$ cat src/rtl/fetch_pkg.sv
// rtl/fetch_pkg.sv - shared types and defaults for the instruction fetch controller
package fetch_pkg;

    typedef enum logic [1:0] {
        IDLE     = 2'd0,
        FETCH_LO = 2'd1,
        FETCH_HI = 2'd2,
        DONE     = 2'd3
    } fetch_state_t;

    localparam int ADDR_W_DEF      = 16;
    localparam int TIMEOUT_CYC_DEF = 15;

    localparam logic LH_LOW  = 1'b0;
    localparam logic LH_HIGH = 1'b1;

endpackage

$ cat src/rtl/fetch_timer.sv
// rtl/fetch_timer.sv - consecutive wait-cycle counter that flags a memory timeout
module fetch_timer #(
    parameter int CYC = 15
) (
    input  logic clk,
    input  logic rst,
    input  logic clr,
    input  logic run,
    output logic expired
);

    localparam int CW = $clog2(CYC + 1);

    logic [CW-1:0] count;

    always_ff @(posedge clk) begin
        if (rst || clr) begin
            count <= '0;
        end else if (run) begin
            count <= count + CW'(1);
        end
    end

    // Fires on the CYC-th consecutive idle cycle, not the one after it
    assign expired = run && (count == CW'(CYC - 1));

endmodule

$ cat src/rtl/instruction_fetch_controller.sv
// rtl/instruction_fetch_controller.sv - two-byte instruction fetch FSM (optional timeout: FETCH_TIMEOUT_EN)
module instruction_fetch_controller
    import fetch_pkg::*;
#(
    parameter int ADDR_W      = ADDR_W_DEF,
    parameter int TIMEOUT_CYC = TIMEOUT_CYC_DEF
) (
    input  logic              Clock,
    input  logic              Reset,
    input  logic              Start,
    input  logic [ADDR_W-1:0] PC,
    input  logic              Flush,
    output logic              MemRead,
    output logic [ADDR_W-1:0] MemAddr,
    input  logic              MemReady,
    output logic              IRWrite,
    output logic              IRLH,
    output logic              Busy,
    output logic              Done,
    output logic [ADDR_W-1:0] NextPC,
    output logic              FetchErr
);

    fetch_state_t      state;
    fetch_state_t      state_next;
    logic [ADDR_W-1:0] pc_q;
    logic              in_fetch;
    logic              timeout;

    assign in_fetch = (state == FETCH_LO) || (state == FETCH_HI);

`ifdef FETCH_TIMEOUT_EN
    logic wait_clr;
    logic wait_run;

    // Clearing whenever outside a fetch state guarantees a fresh count on entry
    assign wait_clr = !in_fetch || MemReady || Flush;
    assign wait_run = in_fetch && !MemReady && !Flush;

    fetch_timer #(
        .CYC (TIMEOUT_CYC)
    ) u_fetch_timer (
        .clk     (Clock),
        .rst     (Reset),
        .clr     (wait_clr),
        .run     (wait_run),
        .expired (timeout)
    );
`else
    logic unused_timeout_cfg;

    assign unused_timeout_cfg = (TIMEOUT_CYC == 0);
    assign timeout            = 1'b0;
`endif

    always_ff @(posedge Clock) begin
        if (Reset) begin
            state <= IDLE;
        end else begin
            state <= state_next;
        end
    end

    always_ff @(posedge Clock) begin
        if (Reset) begin
            pc_q <= '0;
        end else if ((state == IDLE) && Start && !Flush) begin
            pc_q <= PC;
        end
    end

    always_comb begin
        state_next = state;
        if (Flush) begin
            state_next = IDLE;
        end else begin
            case (state)
                IDLE: begin
                    if (Start) state_next = FETCH_LO;
                end
                FETCH_LO: begin
                    if (MemReady)     state_next = FETCH_HI;
                    else if (timeout) state_next = IDLE;
                end
                FETCH_HI: begin
                    if (MemReady)     state_next = DONE;
                    else if (timeout) state_next = IDLE;
                end
                DONE: begin
                    state_next = IDLE;
                end
                default: begin
                    state_next = IDLE;
                end
            endcase
        end
    end

    // Reset masks every strobe combinationally so a mid-fetch reset issues no write
    always_comb begin
        MemRead  = 1'b0;
        MemAddr  = '0;
        IRLH     = LH_LOW;
        Done     = 1'b0;
        NextPC   = '0;
        FetchErr = 1'b0;
        Busy     = (state != IDLE);
        if (!Reset) begin
            case (state)
                FETCH_LO: begin
                    MemRead = 1'b1;
                    MemAddr = pc_q;
                    IRLH    = LH_LOW;
                end
                FETCH_HI: begin
                    MemRead = 1'b1;
                    MemAddr = pc_q + ADDR_W'(1);
                    IRLH    = LH_HIGH;
                end
                DONE: begin
                    Done   = !Flush;
                    NextPC = pc_q + ADDR_W'(2);
                end
                default: begin
                end
            endcase
            FetchErr = in_fetch && timeout && !MemReady && !Flush;
        end
        IRWrite = MemRead && MemReady && !Flush && !Reset;
    end

endmodule

$ cat config.mk
export PLATFORM = sky130hd
export DESIGN_NAME = instruction_fetch_controller
export DESIGN_NICKNAME = d
export VERILOG_FILES = /design/src/rtl/fetch_pkg.sv /design/src/rtl/fetch_timer.sv /design/src/rtl/instruction_fetch_controller.sv
export SDC_FILE = /design/constraint.sdc
export NUM_CORES = 1
export LEC_CHECK = 0
export BUFFER_PORTS_ARGS = -buffer_cell sky130_fd_sc_hd__buf_2
export CORE_ASPECT_RATIO = 0.75
export CORE_MARGIN = 1.5
export CORE_UTILIZATION = 45
export DETAILED_ROUTE_END_ITERATION = 8
export PLACE_DENSITY = 0.73
export SLEW_MARGIN = 20
export SYNTH_ARGS = -nofsm -noshare
export SYNTH_HDL_FRONTEND = slang
export SYNTH_SLANG_ARGS = --single-unit
$ cat constraint.sdc
create_clock -name Clock -period 5.3 [get_ports Clock]
set_input_delay 0.795 -clock Clock [delete_from_list [all_inputs] [get_ports Clock]]
set_output_delay 0.795 -clock Clock [all_outputs]
set_load 0.01 [all_outputs]
## After elaboration in Yosys (flattened, before gate mapping)

Index checks and enable logic that the tools add are counted.

- Bits in registers: 18
- Word-level logic and storage cells: 36
- Memory bits (read-only): 0
- Latch bits: 0
- Output and inout bits: 38
- Memory bits (writable): 0
- Memories kept: 0
- Bits of input ports: 21

- Multiply operators: 0
- Equal/unequal tests: 6
- $add $sub $neg: 2
- Muxes and demuxes: 14
- Shift operators: 0
- Bitwise operators: 0
- Div/mod/pow operators: 0
- $lt $le $gt $ge: 0
- Reduce and logical (&&, ||, !) cells: 12

Operators by type and width:

| cell | number |
|---|---|
| 16-bit two-way mux | 3 |
| 16-bit case mux with 2 select lines | 1 |
| 16-bit by 1-bit adder with 16-bit output, second input constant | 1 |
| 16-bit by 2-bit adder with 16-bit output, second input constant | 1 |
| 2-bit case mux with 4 select lines | 1 |
| 1-bit two-way mux | 6 |
| 2-bit two-way mux | 3 |
| 2-bit inequality test, second input constant | 3 |
| 1-bit logical AND | 5 |
| 2-bit == test, second input constant | 2 |
| 2-bit OR reduction | 2 |
| 3-bit AND reduction | 1 |
| 2-bit by 1-bit == test with 1-bit output, second input constant | 1 |
| 1-bit logical NOT | 2 |
| 2-bit logical NOT | 1 |
| 2-bit nonzero test | 1 |

## Logic depth before layout (Yosys ltp)

Gate-level depths: netlist of the first run.

- Depth in word-level cells: 7
- Gate-level depth with buffers: 7
- Gate-level depth less buffers: 6

## Worst setup path after synthesis of the first run

Ideal clock, no wire load.

- Path type: reg2out
- From: register pc_q[2]
- To: output MemAddr[15]
- Slack: 2.768 ns
- Required time: 4.505 ns
- Stages on the path, launching flop included: 6
- Path buffers: 0
- Data arrival time: 1.737 ns
- Path through: dfxtp_1 ha_1 nand4_4 nor4_2 mux2_1 a21oi_1

- Longest elaborated chain between the ends: 3

Ends and longest elaborated chain:

| element | RTL line | source |
|---|---|---|
| from (decl) | instruction_fetch_controller.sv:26 | `logic [ADDR_W-1:0] pc_q;` |
| from (signal assigned) | instruction_fetch_controller.sv:66 | `pc_q <= '0;` |
| from (signal assigned) | instruction_fetch_controller.sv:68 | `pc_q <= PC;` |
| 16-bit by 1-bit adder with 16-bit output | instruction_fetch_controller.sv:117 | `MemAddr = pc_q + ADDR_W'(1);` |
| 16-bit case mux with 2 select lines | instruction_fetch_controller.sv:109 | `case (state)` |
| 16-bit two-way mux | instruction_fetch_controller.sv:108 | `if (!Reset) begin` |
| to (decl) | instruction_fetch_controller.sv:14 | `output logic [ADDR_W-1:0] MemAddr,` |

Every way passes these cells.

## Worst setup path after layout of the first run

- From: register state[0]
- To: output MemAddr[14]

- Longest elaborated chain between the ends: 3
- Elaborated cells between the ends (all ways): 4
- Classes of those cells: 2 x eq/ne; 2 x mux

Ends and longest elaborated chain:

| element | RTL line | source |
|---|---|---|
| from (decl) | instruction_fetch_controller.sv:24 | `fetch_state_t state;` |
| from (signal assigned) | instruction_fetch_controller.sv:60 | `state <= state_next;` |
| 2-bit == test / 2-bit by 1-bit == test with 1-bit output (equally long branches) | instruction_fetch_controller.sv:109 |  |
| 16-bit case mux with 2 select lines (*) | instruction_fetch_controller.sv:109 |  |
| 16-bit two-way mux (*) | instruction_fetch_controller.sv:108 |  |

Mark *: on every way between the ends. The rest lies on a longest branch, timed or not.

==> results of run 1 <==
-- routing by layer --
layer / GRT usage [%] / vias to the layer above
li1: - / 908
met1: 35.6 / 821
met2: 30.9 / 60
met3: 2.51 / 2
met4: 3.90 / 0
met5: 0 / -
-- power groups by stage --
| stage | clock network (mW) | registers, mW | logic (mW) |
|---|---|---|---|
| 5_1_grt | 0.103 | 0.160 | 0.0587 |
| 6_report | 0.0930 | 0.159 | 0.0518 |
| 4_1_cts | 0.0942 | 0.158 | 0.0519 |
| 2_1_floorplan | 0 | 0.149 | 0.0506 |
| 3_5_place_dp | 0 | 0.161 | 0.0515 |
| 3_3_place_gp | 0 | 0.161 | 0.0511 |
-- registers in the layout (all words and copies together) (netlist names) --
name / cells
pc_q: 16
state: 2
-- worst paths after layout --
check	startpoint	end	slack, ns	cells after the start
setup / recovery	state[0]$_SDFFE_PP0P_	MemAddr[14]	2.05	6
hold / removal	pc_q[14]$_SDFFE_PP0P_	pc_q[14]$_SDFFE_PP0P_	0.54	2
setup reg to reg	state[0]$_SDFFE_PP0P_	state[1]$_SDFFE_PP0P_	3.38	6
hold reg to reg	pc_q[14]$_SDFFE_PP0P_	pc_q[14]$_SDFFE_PP0P_	0.54	2
-- cell usage after synthesis (all sizes together) (2+ instances only) --
master  instances
a311oi          5
nor2           26
buf            17
a31oi           3
a211oi          3
xor2            2
mux2            3
clkbuf          8
nand3           5
o21ai           7
nand4           5
nor3            7
inv             9
a21oi          28
ha              6
nand3b          2
nand2b          6
mux2i           2
xnor2           9
nand2          47
nor4           10
a21o            2
or3             2
dfxtp          18
-- cell usage in the layout (no fill, tap or decap), types with 2 or more instances in the layout --
cell	instances
a311oi_1	4
a21o_1	2
buf_2	57
a211oi_1	3
nor3_1	6
mux2_2	2
mux2i_1	2
nand3b_1	2
or3_1	2
xor2_1	2
a31oi_1	3
clkbuf_8	3
nand2_1	46
nor4_2	4
nand3_4	2
ha_1	6
xnor2_1	9
dfxtp_1	18
nand2b_1	6
a21oi_1	28
o21ai_0	7
nand4_1	3
nor4_1	6
nand4_4	2
nand3_1	2
nor2_1	26
inv_1	9
-- area by class of cell --
| class | instances | area, um^2 |
|---|---|---|
| Multi-Input combinational cell | 190 | 1180 |
| Sequential cell | 18 | 360 |
| Clock buffer | 3 | 41.3 |
| Inverter | 9 | 33.8 |
| Tap cell | 52 | 65.1 |
| Fill cell | 391 | 1700 |
| Timing Repair Buffer | 57 | 285 |
-- worst max-delay path: cells and delay by family (launching register included) --
kind	cells	cell delay (ns)
buffers and inverters	3	0.58
adder cells (fa/ha/maj)	1	0.77
AO/OA/AOI/OAI	2	0.53
flip-flops	1	0.33
-- metrics by stage --
stage	instances	total power, mW	worst slack, ns	area [um^2]
2_1_floorplan	242	0.199	2.77	1720
3_3_place_gp	326	0.212	2.38	1920
3_5_place_dp	326	0.213	2.35	1920
4_1_cts	329	0.304	2.06	1960
5_1_grt	329	0.322	1.72	1960
6_report	329	0.304	2.05	1960
-- logic make-up after synthesis --
logic type | count (synthesis)
buffers and inverters | 34
adders and majority gates | 6
DFF | 18
xor gates and xnor gates | 11
AOI/OAI and AO/OA | 55
other | 1
and+or+nand+nor | 112
muxes | 5
==> flow_metrics.py, run 1 <==
metrics = {
    "floorplan": {
        "fp.coreArea_um2": 3660,
        "die_h_um": 56.5,
        "ios": 59,
        "rows": 19,
        "die_x_um": 74.3,
        "initial_utilization_pct": 46.9,
        "die_area_um2": 4200,
    },
    "power_and_ir_drop": {
        "p_comb_share_pct": 17.1,
        "swShare_pct": 29.5,
        "vdd_ir_drop_max_mv": 0.121,
        "power.clock.fraction_pct": 30.6,
        "intPower_mw": 0.214,
        "seq_power_share_pct": 52.3,
        "power.switching_mw": 0.0894,
        "p_per_area_nw_per_um2": 155,
        "p_leak_nw": 0.721,
    },
    "worst_setup_path": {
        "crit_arrival_ns": 2.46,
        "cp_common_cell": "inv_1",
        "critical_path_class": "reg -> out",
        "crit_slowest_cell": "ha_1",
        "worst_setup_path_start_kind": "flop",
        "end_kind": "output pin",
        "worstPathCellList": "inv_1 > ha_1 > inv_1 > a21o_1 > a311oi_1 > buf_2",
        "required_ns": 4.51,
        "crit_fanout": 28,
        "cpPeakStageDelay_ns": 0.77,
    },
    "timing": {
        "holdWs_ns": 0.545,
        "skew_ns": 0.00201,
        "slew_headroom_pct": 38.8,
        "period_share_pct": 61.4,
        "rsz0062_at_grt": "no",
        "setup_viol": 0,
        "fmax_mhz": 308,
        "period_minus_slack_ns": 3.25,
        "hold_viol_final": 0,
        "slew_viol_final": 0,
        "fin_setup_tns_ns": 0,
        "worst_slew_pin_slew_ns": 0.917,
    },
    "cts": {
        "root_buffer": "clkbuf_8",
        "postCtsSetupRepairBufs": 0,
        "cts_hold_buf": 0,
        "ctsResizeCount": 0,
        "clock_latency_ns": 0.25,
        "cts.sinks": 18,
        "numCtsBuffers": 3,
        "cts_buffer_depth": 2,
        "cts.clk_slew.worst_paths_ns": 0.07,
        "cts_tree": "built",
        "cts_htree_levels": 1,
    },
    "synthesis": {
        "syn_inst": 242,
        "ys.flop_type": "dfxtp_1",
        "synth_fa_ha_area_share_pct": 4.37,
        "synth_compound_area_share_pct": 19.8,
        "seq_area_frac_synth_pct": 21.0,
        "syn-num-nets": 269,
        "synth_top_family_by_area": "simple AND/OR/NAND/NOR gates",
        "syn_area_um2": 1720,
        "async_flop_share_pct": 0,
        "synth-edff-count": 0,
        "yosys.area_share.simple_pct": 35.3,
        "yosys_warnings": 0,
        "ys_seq_elements": 18,
        "synth_cell_types": 45,
        "synth_top_area_share_pct": 21.0,
        "ys_top_cells_by_area": "dfxtp_1 (21%), nand2_1 (10%), a21oi_1 (8.2%), nor2_1 (5.7%), xnor2_1 (4.6%)",
        "synthMuxAreaShare_pct": 3.13,
        "synth_xor_area_share_pct": 5.61,
        "yosysTopAreaCell": "dfxtp_1",
        "syn_area_per_cell_um2": 7.10,
    },
    "cells_and_area": {
        "finalNetCount": 306,
        "drive_above_1_share_pct": 27.1,
        "final_util_pct": 53.6,
        "antennaDiodeCount": 0,
        "syn2layout_area_growth_pct": 14.2,
    },
    "routing": {
        "vias": 1791,
        "wl_um": 4370,
        "met2RoutedLength_um": 1820,
        "wl_per_cell_um": 13.3,
        "drt-met1-wl_um": 2290,
        "vias_per_cell": 5.44,
        "drc": 0,
        "drtAntennaViolNets": 0,
        "wl_met3_um": 247,
        "topRoutingLayerUsed": "met4",
        "dr.first_iter.drc_count": 141,
        "detail_route.first_pass.iterations": 4,
    },
    "place": {
        "portBuffers": 57,
        "gp_congestion": 0.816,
        "dp_hpwl_um": 3260,
    },
    "global_routing": {
        "grt_overflow": 0,
        "grt_pass1_vias": 1541,
        "grt_max_degree": 29,
        "track_usage_pct": 21.9,
        "grt_pass1_wl_um": 7380,
        "antenna_found_initial": 0,
    },
    "outcome": {
        "status": "completed",
    },
    "hold_path": {
        "min_path_type": "reg -> reg",
    },
    "run": {
        "maxCapViolCount": 0,
    },
}
Power figures use the tool's default switching activity.
==> inputs of run 2 (changes only) <==
--- a/config.mk
+++ b/config.mk
@@ -5,12 +5,13 @@
 export SDC_FILE = /design/constraint.sdc
 export NUM_CORES = 1
 export LEC_CHECK = 0
+export ABC_AREA = 1
 export BUFFER_PORTS_ARGS = -buffer_cell sky130_fd_sc_hd__buf_2
 export CORE_ASPECT_RATIO = 0.75
 export CORE_MARGIN = 1.5
 export CORE_UTILIZATION = 45
 export DETAILED_ROUTE_END_ITERATION = 8
-export PLACE_DENSITY = 0.73
+export PLACE_DENSITY = 0.77
 export SLEW_MARGIN = 20
 export SYNTH_ARGS = -nofsm -noshare
 export SYNTH_HDL_FRONTEND = slang
==> constraint.sdc (replaced) <==
create_clock -name Clock -period 2.7 [get_ports Clock]
set_input_delay 0.405 -clock Clock [delete_from_list [all_inputs] [get_ports Clock]]
set_output_delay 0.405 -clock Clock [all_outputs]
set_load 0.01 [all_outputs]
==> run 2 against run 1 <==
Core utilization rose by 5.3 points. Sequential cell count did not move. Highest routed layer unchanged. Largest power group unchanged. Combinational power rose to 2.9 times the previous value. Critical endpoint is now MemAddr[12]. Cell count rose by 14%.
==> flow_metrics.py, run 2 <==
metrics = {
    "timing": {
        "period_share_pct": 87.0,
        "hold_viol_final": 0,
        "fin_setup_tns_ns": 0,
        "slew_headroom_pct": 57.8,
        "rsz0062_at_grt": "no",
        "setup_viol": 0,
        "period_minus_slack_ns": 2.35,
        "slew_viol_final": 0,
        "fmax_mhz": 426,
        "skew_ns": 0.00404,
        "postLayoutSetupSlackWorst_ns": 0.351,
        "worst_slew_pin_slew_ns": 0.633,
    },
    "outcome": {
        "status": "completed",
    },
    "routing": {
        "wl_um": 4900,
        "vias_per_cell": 5.28,
        "met2RoutedLength_um": 2000,
        "dr.first_iter.drc_count": 175,
        "wl_per_cell_um": 13.0,
        "detail_route.first_pass.iterations": 4,
        "drt-met1-wl_um": 2430,
        "vias": 1984,
        "drtAntennaViolNets": 0,
        "drc": 0,
        "topRoutingLayerUsed": "met4",
        "wl_met3_um": 455,
    },
    "worst_setup_path": {
        "crit_slowest_cell": "dfxtp_1",
        "crit_fanout": 12,
        "cp_common_cell": "inv_1",
        "crit_family": "buffers and inverters",
        "critical_path_class": "reg -> out",
        "required_ns": 2.30,
        "crit_arrival_ns": 1.94,
        "end_kind": "output pin",
        "cpPeakStageDelay_ns": 0.38,
        "worst_setup_path_start_kind": "flop",
        "worstPathCellList": "inv_1 > ha_1 > nand2_1 > inv_1 > o21ai_0 > a21oi_1 > buf_2",
        "critPathBufInv": 3,
    },
    "cts": {
        "cts.clk_slew.worst_paths_ns": 0.07,
        "root_buffer": "clkbuf_8",
        "postCtsSetupRepairBufs": 0,
        "cts_htree_levels": 1,
        "clock_latency_ns": 0.25,
        "cts.sinks": 18,
        "ctsResizeCount": 0,
        "numCtsBuffers": 3,
        "cts_tree": "built",
        "cts_buffer_depth": 2,
        "cts_hold_buf": 0,
    },
    "synthesis": {
        "synth-edff-count": 0,
        "syn_area_per_cell_um2": 5.73,
        "yosys_warnings": 0,
        "syn_inst": 282,
        "async_flop_share_pct": 0,
        "syn_area_um2": 1620,
        "syn-num-nets": 309,
        "ys.flop_type": "dfxtp_1",
        "ys_seq_elements": 18,
        "synth_common_cells": "nand2_1 (71), nor2_1 (43), o21ai_0 (35)",
        "ys_top_cells_by_area": "dfxtp_1 (22%), nand2_1 (16%), o21ai_0 (11%), nor2_1 (10%), a21oi_1 (9.9%)",
        "synth.most_common_cell": "nand2_1",
        "seq_area_frac_synth_pct": 22.3,
        "synth_cell_types": 24,
        "synth_top_area_share_pct": 22.3,
        "yosysTopAreaCell": "dfxtp_1",
    },
    "cells_and_area": {
        "final_util_pct": 58.9,
        "drive_above_1_share_pct": 24.4,
        "n_fill_cell": 342,
        "final_common_cell": "nand2_1",
        "final_cell_mix": "nand2_1 (71), buf_2 (57), nor2_1 (43), o21ai_0 (35), a21oi_1 (32)",
        "regMostFlops": "pc_q",
        "largest_register_ff_count": 16,
        "top_regs": "pc_q: 16 flops, state: 2 flops",
        "seqCellArea_um2": 360,
        "finalNetCount": 364,
        "multi_input_area_um2": 1080,
        "syn2layout_area_growth_pct": 22.2,
        "antennaDiodeCount": 0,
        "fin_area_um2": 1980,
    },
    "place": {
        "place_ws_ns": 0.640,
        "dp_hpwl_um": 3830,
        "gp_congestion": 0.929,
        "place_area_um2": 1920,
        "portBuffers": 57,
    },
    "global_routing": {
        "antenna_found_initial": 0,
        "track_usage_pct": 25.8,
        "grt_pass1_wl_um": 7920,
        "grt_max_degree": 26,
        "grt_overflow": 0,
        "grt_pass1_vias": 1624,
    },
    "power_and_ir_drop": {
        "p_per_area_nw_per_um2": 350,
        "p_leak_nw": 0.913,
        "vdd_ir_drop_max_mv": 0.460,
        "total_power_mw": 0.691,
    },
    "floorplan": {
        "fp.coreArea_um2": 3360,
        "initial_utilization_pct": 48.2,
        "die_x_um": 72.2,
        "die_area_um2": 3960,
        "rows": 18,
        "ios": 59,
        "die_h_um": 54.9,
    },
    "hold_path": {
        "min_path_type": "in -> reg",
    },
    "run": {
        "maxCapViolCount": 0,
    },
}
==> run 2: cell count changes after synthesis, sizes merged, moves of 6 or more <==
cell | before | now
nand2 | 47 | 76
inv | 9 | 30
nand2b | 6 | 0
xnor2 | 9 | 0
o21ai | 7 | 37
nor2 | 26 | 50
a21oi | 28 | 34
nor4 | 10 | 0
buf | 17 | 8
==> run 2: final timing paths <==
| kind | cells past startpoint | endpoint | start | slack, ns |
|---|---|---|---|---|
| max reg2reg | 7 | pc_q[8]$_SDFFE_PP0P_ | state[0]$_SDFFE_PP0P_ | 0.92 |
| min | 3 | pc_q[2]$_SDFFE_PP0P_ | PC[2] | 0.37 |
| max | 7 | MemAddr[12] | state[0]$_SDFFE_PP0P_ | 0.35 |
| min reg2reg | 2 | state[1]$_SDFFE_PP0P_ | state[1]$_SDFFE_PP0P_ | 0.56 |
==> run 2: cell families (layout without fill, tap and decap cells) <==
logic type	Yosys count	count (layout)	synth area share [%]
and+or+nand+nor	140	140	37.3
AOI/OAI and AO/OA	74	74	23.7
buffers and inverters	41	95	10.8
DFF	18	18	22.3
adders and majority gates	6	6	4.64
xor gates and xnor gates	2	2	1.08
other	1	1	0.232
==> run 2: cell type report <==
cell class              count  area share, %
repair buffers             61           16.0
clock buffers               4           2.79
multi-input cells         223           54.8
well taps                  40           2.53
inverters                  30           5.70
flip-flops and latches     18           18.2
==> run 2: worst register-to-register path, delay by kind of cell (launching register included) <==
kind / cells / cell delay [ns]
adder cells (fa/ha/maj): 1 / 0.20
AO/OA/AOI/OAI: 2 / 0.35
buffers and inverters: 2 / 0.46
flip-flops: 1 / 0.34
AND/OR/NAND/NOR: 2 / 0.29
==> run 2: metrics by stage <==
| stage | std cells | hold slack (ns) |
|---|---|---|
| finish | 376 | 0.373 |
| global route | 376 | 0.381 |
| CTS | 376 | 0.376 |
| detailed placement | 372 | 0.544 |
| global placement | 372 | 0.509 |
| floorplan | 282 | 0.483 |
==> run 2: power by group <==
| part | switching [mW] | internal (mW) | total, mW |
|---|---|---|---|
| Clock | 0.0855 | 0.129 | 0.215 |
| Combinational | 0.0976 | 0.0536 | 0.151 |
| Sequential | 0.0377 | 0.287 | 0.325 |
| Total | 0.221 | 0.470 | 0.691 |
==> run 2: per-layer routing <==
layer  track usage [%]  vias to the layer above
li1                  -                     1017
met1              40.8                      879
met2              38.7                       86
met3              2.36                        2
met4              2.83                        0
met5                 0                        -
==> inputs of run 3 (changes only) <==
--- a/config.mk
+++ b/config.mk
@@ -5,14 +5,14 @@
 export SDC_FILE = /design/constraint.sdc
 export NUM_CORES = 1
 export LEC_CHECK = 0
-export ABC_AREA = 1
 export BUFFER_PORTS_ARGS = -buffer_cell sky130_fd_sc_hd__buf_2
 export CORE_ASPECT_RATIO = 0.75
 export CORE_MARGIN = 1.5
 export CORE_UTILIZATION = 45
 export DETAILED_ROUTE_END_ITERATION = 8
-export PLACE_DENSITY = 0.77
+export PLACE_DENSITY = 0.76
 export SLEW_MARGIN = 20
 export SYNTH_ARGS = -nofsm -noshare
 export SYNTH_HDL_FRONTEND = slang
+export SYNTH_HIERARCHICAL = 1
 export SYNTH_SLANG_ARGS = --single-unit
==> run 3 against run 2 <==
Sequential share of layout area down 0.49 points. Maximum frequency decreased by 7.7%. Global-route usage fell by 4.4 points. Hold slack improved by 0.0024 ns. Clock-buffer cell count unchanged. Critical path depth fell by 1. Cell count decreased by 10%. Clock skew rose by 0.0041 ns. Register-to-register slack improved by 0.12 ns. Non-clock buffer count is 3 higher. Sequential cell count unchanged. Clock power increased by 5%. Highest routed layer unchanged.
==> flow_metrics.py, run 3 <==
metrics = {
    "cells_and_area": {
        "antennaDiodeCount": 0,
        "multi_input_area_um2": 1180,
        "top_regs": "pc_q: 16 flops, state: 2 flops",
        "regMostFlops": "pc_q",
        "final_cell_mix": "buf_2 (57), nand2_1 (46), a21oi_1 (28), nor2_1 (26), dfxtp_1 (18)",
        "syn2layout_area_growth_pct": 18.2,
        "final_util_pct": 55.5,
        "stdcell_count": 337,
        "drive_above_1_share_pct": 29.5,
        "n_fill_cell": 386,
        "fin_area_um2": 2030,
        "finalNetCount": 313,
        "seqCellArea_um2": 360,
        "final_common_cell": "buf_2",
        "largest_register_ff_count": 16,
    },
    "outcome": {
        "status": "completed",
    },
    "routing": {
        "wl_um": 4470,
        "vias_per_cell": 5.39,
        "drc": 0,
        "dr.first_iter.drc_count": 100,
        "detail_route.first_pass.iterations": 4,
        "vias": 1817,
        "drtAntennaViolNets": 0,
        "wl_per_cell_um": 13.3,
    },
    "place": {
        "placedCellCount": 333,
        "portBuffers": 57,
        "place_ws_ns": 0.353,
        "place_area_um2": 1970,
        "gp_congestion": 0.836,
        "dp_hpwl_um": 3330,
    },
    "run": {
        "maxCapViolCount": 0,
    },
    "synthesis": {
        "async_flop_share_pct": 0,
        "synth-edff-count": 0,
        "yosys_warnings": 6,
        "seq_area_frac_synth_pct": 21.0,
        "ys.flop_type": "dfxtp_1",
        "syn_area_per_cell_um2": 7.10,
        "syn-num-nets": 269,
        "ys_top_cells_by_area": "dfxtp_1 (21%), nand2_1 (10%), a21oi_1 (8.2%), nor2_1 (5.7%), xnor2_1 (4.6%)",
        "syn_area_um2": 1720,
        "synth_cell_types": 45,
        "ys_seq_elements": 18,
        "yosysTopAreaCell": "dfxtp_1",
        "synth_top_area_share_pct": 21.0,
        "synth_common_cells": "nand2_1 (46), a21oi_1 (28), nor2_1 (26)",
        "synth.most_common_cell": "nand2_1",
        "syn_inst": 242,
    },
    "worst_setup_path": {
        "cp-startpoint": "pc_q[2]$_SDFFE_PP0P_",
        "cpPeakStageDelay_ns": 0.46,
        "reg2regPathDepth": 6,
        "crit_slowest_cell": "dfxtp_1",
        "end_kind": "output pin",
        "crit_arrival_ns": 2.14,
        "worst_setup_path_start_kind": "flop",
        "worstReg2RegStart": "state[1]$_SDFFE_PP0P_",
        "critPathBufInv": 1,
        "required_ns": 2.30,
        "worstPathCellList": "ha_2 > nand4_4 > nor4_2 > mux2_1 > a21oi_1 > buf_2",
        "crit_family": "flip-flops",
        "critical_path_class": "reg -> out",
        "regToRegEndpoint": "state[1]$_SDFFE_PP0P_",
        "crit_fanout": 7,
        "r2r_setup_slack_ns": 1.04,
    },
    "floorplan": {
        "die_h_um": 56.5,
        "rows": 19,
        "initial_utilization_pct": 46.9,
        "fp.coreArea_um2": 3660,
        "die_x_um": 74.3,
        "ios": 59,
        "die_area_um2": 4200,
    },
    "timing": {
        "worst_slew_pin_slew_ns": 0.668,
        "rsz0062_at_grt": "no",
        "postLayoutSetupSlackWorst_ns": 0.156,
        "slew_headroom_pct": 55.4,
        "period_minus_slack_ns": 2.54,
        "fmax_mhz": 393,
        "setup_viol": 0,
        "skew_ns": 0.00811,
        "holdWs_ns": 0.376,
        "hold_viol_final": 0,
        "fin_setup_tns_ns": 0,
        "period_share_pct": 94.2,
        "slew_viol_final": 0,
    },
    "power_and_ir_drop": {
        "total_power_mw": 0.645,
        "p_per_area_nw_per_um2": 318,
        "vdd_ir_drop_max_mv": 0.281,
        "p_leak_nw": 0.761,
    },
    "global_routing": {
        "use_met2_pct": 30.2,
        "met3_usage_pct": 2.69,
        "grt_busiest_layer": "met1",
        "grt_max_degree": 21,
        "use_met1_pct": 33.3,
        "grt_pass1_vias": 1482,
        "antenna_found_initial": 0,
        "track_usage_pct": 21.4,
        "grt_overflow": 0,
        "grt_pass1_wl_um": 7000,
    },
    "cts": {
        "numCtsBuffers": 3,
        "cts_buffer_depth": 2,
        "cts.sinks": 18,
        "clock_latency_ns": 0.26,
        "root_buffer": "clkbuf_8",
        "postCtsSetupRepairBufs": 0,
        "cts.clk_slew.worst_paths_ns": 0.07,
        "cts_tree": "built",
        "cts_htree_levels": 1,
    },
    "hold_path": {
        "hold_end": "pc_q[12]$_SDFFE_PP0P_",
        "min_path_type": "in -> reg",
        "whs_path_depth": 3,
        "min-delay-start": "PC[12]",
    },
}
## run 3: cell families (layout without fill, tap and decap cells)
family                   after synthesis  count (layout)  synth area share [%]
multiplexers                           5               5                  3.13
XOR/XNOR                              11              11                  5.61
adder cells (fa/ha/maj)                6               6                  4.37
AO/OA/AOI/OAI                         55              55                  19.8
AND/OR/NAND/NOR                      112             112                  35.3
buffers and inverters                 34              77                  10.6
flip-flops                            18              18                  21.0
other                                  1               1                 0.218
## run 3: worst min-delay path: cells and delay by family
| kind | cells | cell delay, ns |
|---|---|---|
| and+or+nand+nor | 1 | 0.05 |
| AOI/OAI and AO/OA | 1 | 0.05 |
| buffers and inverters | 1 | 0.10 |
## run 3: layout make-up
| type | count | share of cell area [%] |
|---|---|---|
| Clock buffer | 4 | 2.71 |
| Inverter | 9 | 1.66 |
| Multi-Input combinational cell | 190 | 58.0 |
| Sequential cell | 18 | 17.7 |
| Tap cell | 52 | 3.20 |
| Timing Repair Buffer | 64 | 16.6 |
## run 3: worst max path at each step
stage,endpoint,slack [ns],depth (start not counted)
after floorplan,MemAddr[15],0.56,5
after global placement,MemAddr[15],0.41,6
after detailed placement,MemAddr[15],0.35,6
after CTS,MemAddr[15],0.06,6
after global routing,MemAddr[15],0.04,6
final,MemAddr[15],0.16,6
## run 3: layer usage
metal	wire length (um)	vias up
met5	0	-
met4	44	0
met3	402	5
met2	1760	79
met1	2260	809
li1	-	924
## run 3: repair_timing
| action | in CTS | in global routing |
|---|---|---|
| hold buffers | 0 | 0 |
| endpoints found under the setup margin | 0 | 1 |
| hold endpoints to repair | 0 | 0 |
| gates resized for setup | 0 | 1 |
## run 3: power by group
part	internal (mW)	switching (mW)
logic	0.0477	0.0665
registers	0.279	0.0277
clock network	0.130	0.0948
